## src/rtl/imm_extend_unit.sv

```systemverilog
// Immediate extension unit with a valid/ready handshake on both sides.
// One output register plus a skid register allow full throughput with a registered in_ready.
module imm_extend_unit #(
  parameter int IN_W  = 6,
  parameter int OUT_W = 32,
  parameter int SHIFT = 2,
  parameter int CNT_W = 16
) (
  input  logic             clk,
  input  logic             reset,
  input  logic             in_valid,
  output logic             in_ready,
  input  logic [IN_W-1:0]  in_imm,
  input  logic [1:0]       in_mode,
  output logic             out_valid,
  input  logic             out_ready,
  output logic [OUT_W-1:0] out_data,
  output logic [CNT_W-1:0] xfer_count
);

  logic [OUT_W-1:0] zeroExt;
  logic [OUT_W-1:0] signExt;
  logic [OUT_W-1:0] extResult;

  logic             outValid_q, outValid_d;
  logic [OUT_W-1:0] outData_q, outData_d;
  logic             skidValid_q, skidValid_d;
  logic [OUT_W-1:0] skidData_q, skidData_d;
  logic [CNT_W-1:0] count_q, count_d;

  logic accept;
  logic deliver;
  logic outFree;

  // Sign extension ORs ones above the field, so it stays legal when OUT_W == IN_W.
  always_comb begin
    zeroExt   = OUT_W'(in_imm);
    signExt   = zeroExt | ({OUT_W{in_imm[IN_W-1]}} << IN_W);
    extResult = zeroExt;
    unique case (in_mode)
      2'd0: extResult = zeroExt;
      2'd1: extResult = signExt;
      2'd2: extResult = signExt << SHIFT;
      2'd3: extResult = zeroExt << (OUT_W - IN_W);
    endcase
  end

  assign accept  = in_valid && !skidValid_q;
  assign deliver = outValid_q && out_ready;
  assign outFree = !outValid_q || out_ready;

  always_comb begin
    outValid_d  = outValid_q;
    outData_d   = outData_q;
    skidValid_d = skidValid_q;
    skidData_d  = skidData_q;
    count_d     = deliver ? count_q + 1'b1 : count_q;

    if (outFree) begin
      if (skidValid_q) begin
        outValid_d  = 1'b1;
        outData_d   = skidData_q;
        skidValid_d = 1'b0;
      end else if (accept) begin
        outValid_d = 1'b1;
        outData_d  = extResult;
      end else begin
        outValid_d = 1'b0;
      end
    end else if (accept) begin
      // Output is stalled, so the new result parks in the skid slot.
      skidValid_d = 1'b1;
      skidData_d  = extResult;
    end
  end

  always_ff @(posedge clk or posedge reset) begin
    if (reset) begin
      outValid_q  <= 1'b0;
      outData_q   <= '0;
      skidValid_q <= 1'b0;
      skidData_q  <= '0;
      count_q     <= '0;
    end else begin
      outValid_q  <= outValid_d;
      outData_q   <= outData_d;
      skidValid_q <= skidValid_d;
      skidData_q  <= skidData_d;
      count_q     <= count_d;
    end
  end

  assign in_ready   = !skidValid_q;
  assign out_valid  = outValid_q;
  assign out_data   = outData_q;
  assign xfer_count = count_q;

endmodule

```

## config.mk

```make
export PLATFORM = sky130hd
export DESIGN_NAME = imm_extend_unit
export DESIGN_NICKNAME = d
export VERILOG_FILES = /design/src/rtl/imm_extend_unit.sv
export SDC_FILE = /design/constraint.sdc
export NUM_CORES = 1
export LEC_CHECK = 0
export CORE_ASPECT_RATIO = 1.4
export CORE_UTILIZATION = 52
export DETAILED_ROUTE_END_ITERATION = 16
export PLACE_DENSITY = 0.88
export SETUP_SLACK_MARGIN = 0.05
export SLEW_MARGIN = 20
export SYNTH_ARGS = -nofsm -noshare
export SYNTH_HDL_FRONTEND = slang
export SYNTH_SLANG_ARGS = --single-unit
```

## constraint.sdc

```tcl
create_clock -name clk -period 2.2 [get_ports clk]
set_input_delay 0.33 -clock clk [delete_from_list [all_inputs] [get_ports clk]]
set_output_delay 0.33 -clock clk [all_outputs]
set_load 0.01 [all_outputs]
```

Yosys cells after proc, flatten, opt, wreduce, memory -nomap -nowiden
Cells that the tools add are included.
{ "totals": {"ff_bits": 82, "latch_bits": 0, "mem_bits_rw": 0, "romBits": 0, "out_inout_bits": 50, "wordCells": 28, "n_memories": 0} }
{ "op_classes": {"n_addsub": 1, "n_mul": 0, "n_div": 0, "n_lt_le_gt_ge": 0, "eq_ne": 3, "n_shift": 0, "muxes": 7, "bitwise_logic": 2, "n_reduce_logical": 10} }
{ "op_table": {"columns": ["op", "count"], "rows": [
  ["case mux 32 bit (4 select lines)", 1],
  ["two-way mux 32 bit", 2],
  ["bitwise OR 6 x 32 -> 32 bit", 1],
  ["adder 16 x 1 -> 16 bit, second input constant", 1],
  ["== test 2 bit, second input constant", 2],
  ["two-way mux 1 bit", 4],
  ["AND reduction 2 bit", 2],
  ["nonzero test 2 bit", 2],
  ["== test 2 x 1 -> 1 bit, second input constant", 1],
  ["logical AND 1 bit", 2],
  ["zero test 1 bit", 2],
  ["zero test 2 bit", 1],
  ["logical OR 1 bit", 1],
  ["inverter 1 bit", 1]
]} }

Depth between registers and ports, before layout
{ "depth": {"ltp_word": 4, "depth_mapped": 6, "depth_no_buf": 4} }

Least setup slack after synthesis
Ideal clock, no wire load.
{ "synth_timing": {"kind": "register to register", "from": "reg count_q[0], in the netlist xfer_count[0]", "to": "reg count_q[14], in the netlist xfer_count[14]", "arrival_time_ps": 1170, "required_ps": 2121, "setup_slack_ps": 951, "path_stages_with_launch": 5, "n_path_buf": 0, "synth_period_minus_slack_ps": 1249, "path_cell_list": "dfrtp_1 -> ha_1 -> nand4_4 -> nor3b_2 -> xor2_1"} }
{ "synth_via": {"elab_chain_cells": 1} }
{ "synth_rtl": {"columns": ["element", "line", "source"], "rows": [
  ["start: declaration", "29", "logic [CNT_W-1:0] count_q, count_d;"],
  ["start signal: assignment", "89", "count_q <= count_d;"],
  ["adder 16 x 1 -> 16 bit", "57", "count_d = deliver ? count_q + 1'b1 : count_q;"]
]} }
Every way passes these cells.
A chain may end at the register's enable or synchronous reset.

Final worst setup path
{ "layout_timing": {"from": "reg outData_q[25], in the netlist out_data[25]", "to": "out out_data[25]"} }
{ "layout_rtl": {"columns": ["element", "line", "source"], "rows": [
  ["start: declaration", "26", "logic [OUT_W-1:0] outData_q, outData_d;"],
  ["start signal: assignment", "86", "outData_q <= outData_d;"],
  ["end: declaration", "17", "output logic [OUT_W-1:0] out_data,"]
]} }
No word-level cell between the ends.

==> results_dict.tcl <==
set metrics [dict create \
    clock_tree.buffer_depth 2 \
    post-cts-setup-buffer-count 0 \
    final_cell_mix "clkdlybuf4s50_1, nand2_1, dfrtp_1, o21ai_0, nor2_1" \
    initial_utilization_pct 54.8 \
    die_h_um 81.4 \
    final_min_period_over_clock_period_pct 88.1 \
    outcome "finished clean" \
    final_core_utilization_pct 69.4 \
    wire_length_of_the_first_global_routing_pass_mm 7.38 \
    cap_violations 0 \
    final.setup.tns_ns 0 \
    worst_hold_path_type "primary input to async pin" \
    layout.nets 300 \
    ios 62 \
    grt_use_total_pct 20.5 \
    timing.critical_path.fanout_max 20 \
    tritoncts.num_buffers 5 \
    layout.cells.most_common "clkdlybuf4s50_1" \
    antenna_found_initial 0 \
    cp-start-kind "flip-flop" \
    final.setup_skew_ns 0.00840 \
    routed_wirelength_mm 4.48 \
    final-hold-violation-count 0 \
    grt.overflow.total 0 \
    routabilityCongestion 0.799 \
    htree_levels 2 \
    power.share.switching_pct 29.8 \
    drtPass1Iterations 4 \
    max_freq_ghz 0.516 \
    switching_power_uw 753 \
    antenna_violating_nets_post_route 0 \
    cp_data_required_time_ns 1.87 \
    io_buffers 61 \
    final-max-slew-violation-count 0 \
    ctsResizeCount 0 \
    critical_path.n_buffers_inverters 1 \
    cts_tree "yes" \
    power.static_leakage_uw 0.00127 \
    maxSlewHeadroom_pct 62.5 \
    criticalPathCategory "flip-flop to output port" \
    worstPathCellList "clkdlybuf4s50_1" \
    combPwrFrac_pct 30.2 \
    synth_enable_flop_cells 0 \
    cts.hold.buffers_added 0 \
    design.die.area_sq_mm 0.00478 \
    post_drt_wl_per_cell_um 12.9 \
    syn-num-nets 256 \
    maximum_number_of_pins_on_one_net_before_global_route_repair 47 \
    drive_above_1_share_pct 8.33 \
    syn_area_per_cell_sq_um 9.64 \
    detail_route.vias_per_cell 5.14 \
    worstMarginPinSlew_ns 0.562 \
    seqPwrFrac_pct 45.8 \
    synth.distinct_cells 36 \
    seq_area_frac_synth_pct 49.1 \
    ir_drop_v 0.000486 \
    drt_first_iter_violations 83 \
    cell_count_after_synthesis 243 \
    clock_pin_slew_of_the_registers_on_the_worst_case_setup_and_hold_paths_ns 0.08 \
    final_setup_violation_count 0 \
    asyncSetResetFlopFracSynth_pct 100 \
    synth_area_sq_mm 0.00234 \
    dr_total_vias 1788 \
    cts-root-buf "clkbuf_8" \
    worst_path_largest_cell_delay_ns 0.66 \
    critical_path_arrival_ns 1.61 \
    critPathCaptureType "output port" \
    total_clock_sinks 46 \
    core-area_sq_mm 0.00427 \
    share_clk_of_total_power_pct 24.1 \
    placement_rows 28 \
    insertedDiodeCount 0 \
    die_w_um 58.7 \
    setup_repair_after_global_routing_missed_its_margin "no" \
    area_delta_synth_final_pct 26.7 \
    synthesis.yosys.warnings 0 \
    intPower_uw 1780 \
    hpwl_mm 3.37 \
    power.density_mw_per_mm2 853 \
    clock_latency_ns 0.29 \
    cp_top_family "flip-flops" \
    synth-seq-cells 46 \
    drc 0 \
    first_global_vias 1683 \
    critPathSlowestCell "dfrtp_1" \
    yosys_most_used_dff "dfrtp_1" \
    finalCriticalPeriod_ns 1.94 \
]
==> sequential cells by signal, summed over array words and instances, names as in the netlist <==
name         cells
skidValid_q      1
xfer_count      16
out_valid        1
out_data        14
skidData_q      14
==> cells in the mapped netlist, types with 4 or more instances <==
cell | number | area share [%]
xor2_1 | 5 | 1.9
a21boi_0 | 5 | 1.6
o21ai_1 | 5 | 1.1
buf_4 | 19 | 6.1
o31ai_1 | 10 | 3.2
nand2_1 | 46 | 7.4
nor2_1 | 15 | 2.4
nand3_1 | 4 | 0.85
xnor2_1 | 10 | 3.7
and2_1 | 4 | 1.1
buf_2 | 5 | 1.1
a21oi_1 | 8 | 1.7
dfrtp_1 | 46 | 49
nand2b_1 | 8 | 2.1
nand4_1 | 5 | 1.3
o21ai_0 | 20 | 4.3
==> metrics by stage <==
| stage | hold slack, ns | instance area, sq um | instances | total power [uW] | setup WS, ns |
|---|---|---|---|---|---|
| CTS | 0.475 | 2970 | 348 | 2560 | 0.227 |
| detailed placement | 0.455 | 2860 | 340 | 1950 | 0.243 |
| floorplan | 0.437 | 2340 | 243 | 1600 | 0.782 |
| finish | 0.463 | 2970 | 348 | 2530 | 0.263 |
| global route | 0.499 | 2970 | 348 | 2680 | 0.142 |
| global placement | 0.449 | 2860 | 340 | 1910 | 0.317 |
==> kinds of logic (layout without fill, tap and decap cells) <==
kind of cell | Yosys count | in the layout | synth area share, %
AND/OR/NAND/NOR | 99 | 99 | 22.3
AO/OA/AOI/OAI | 50 | 50 | 12.6
flip-flops | 46 | 46 | 49.1
buffers and inverters | 30 | 75 | 8.92
XOR/XNOR | 15 | 15 | 5.61
multiplexers | 2 | 2 | 0.961
adder cells (fa/ha/maj) | 1 | 1 | 0.534
==> final cells by class <==
cell class	count	area, sq um
Timing Repair Buffer	65	641
Multi-Input combinational cell	167	982
Sequential cell	46	1150
Inverter	2	7.51
Clock inverter	2	37.5
Tap cell	60	75.1
Fill cell	330	1310
Clock buffer	6	72.6
==> power by group through the flow <==
stage	combinational (uW)	sequential [uW]	clock, uW
after floorplan	393	1200	0
after global placement	748	1170	0
after detailed placement	773	1180	0
after CTS	776	1160	623
after global routing	842	1190	655
final	763	1160	610
==> worst paths after layout <==
path	cells after the start	slack, ns	end	start
worst max-delay path	1	0.26	out_data[25]	out_data[25]
worst min-delay path	3	0.46	xfer_count[11]	reset
worst max register to register	4	0.62	out_data[31]	skidValid_q
worst min register to register	2	0.47	skidData_q[30]	skidData_q[30]
max in group asynchronous	3	1.34	xfer_count[3]	reset
min in group clk	2	0.47	skidData_q[30]	skidData_q[30]
==> per-layer routing <==
metal  up-vias  GRT usage [%]  wire length, um
met2        55           35.7             2350
li1        888              -                -
met1       834           23.6             1850
met3        11           3.31              144
met5         -              0                0
met4         0           11.7              130
No activity file was read; power rests on OpenSTA's default activity.
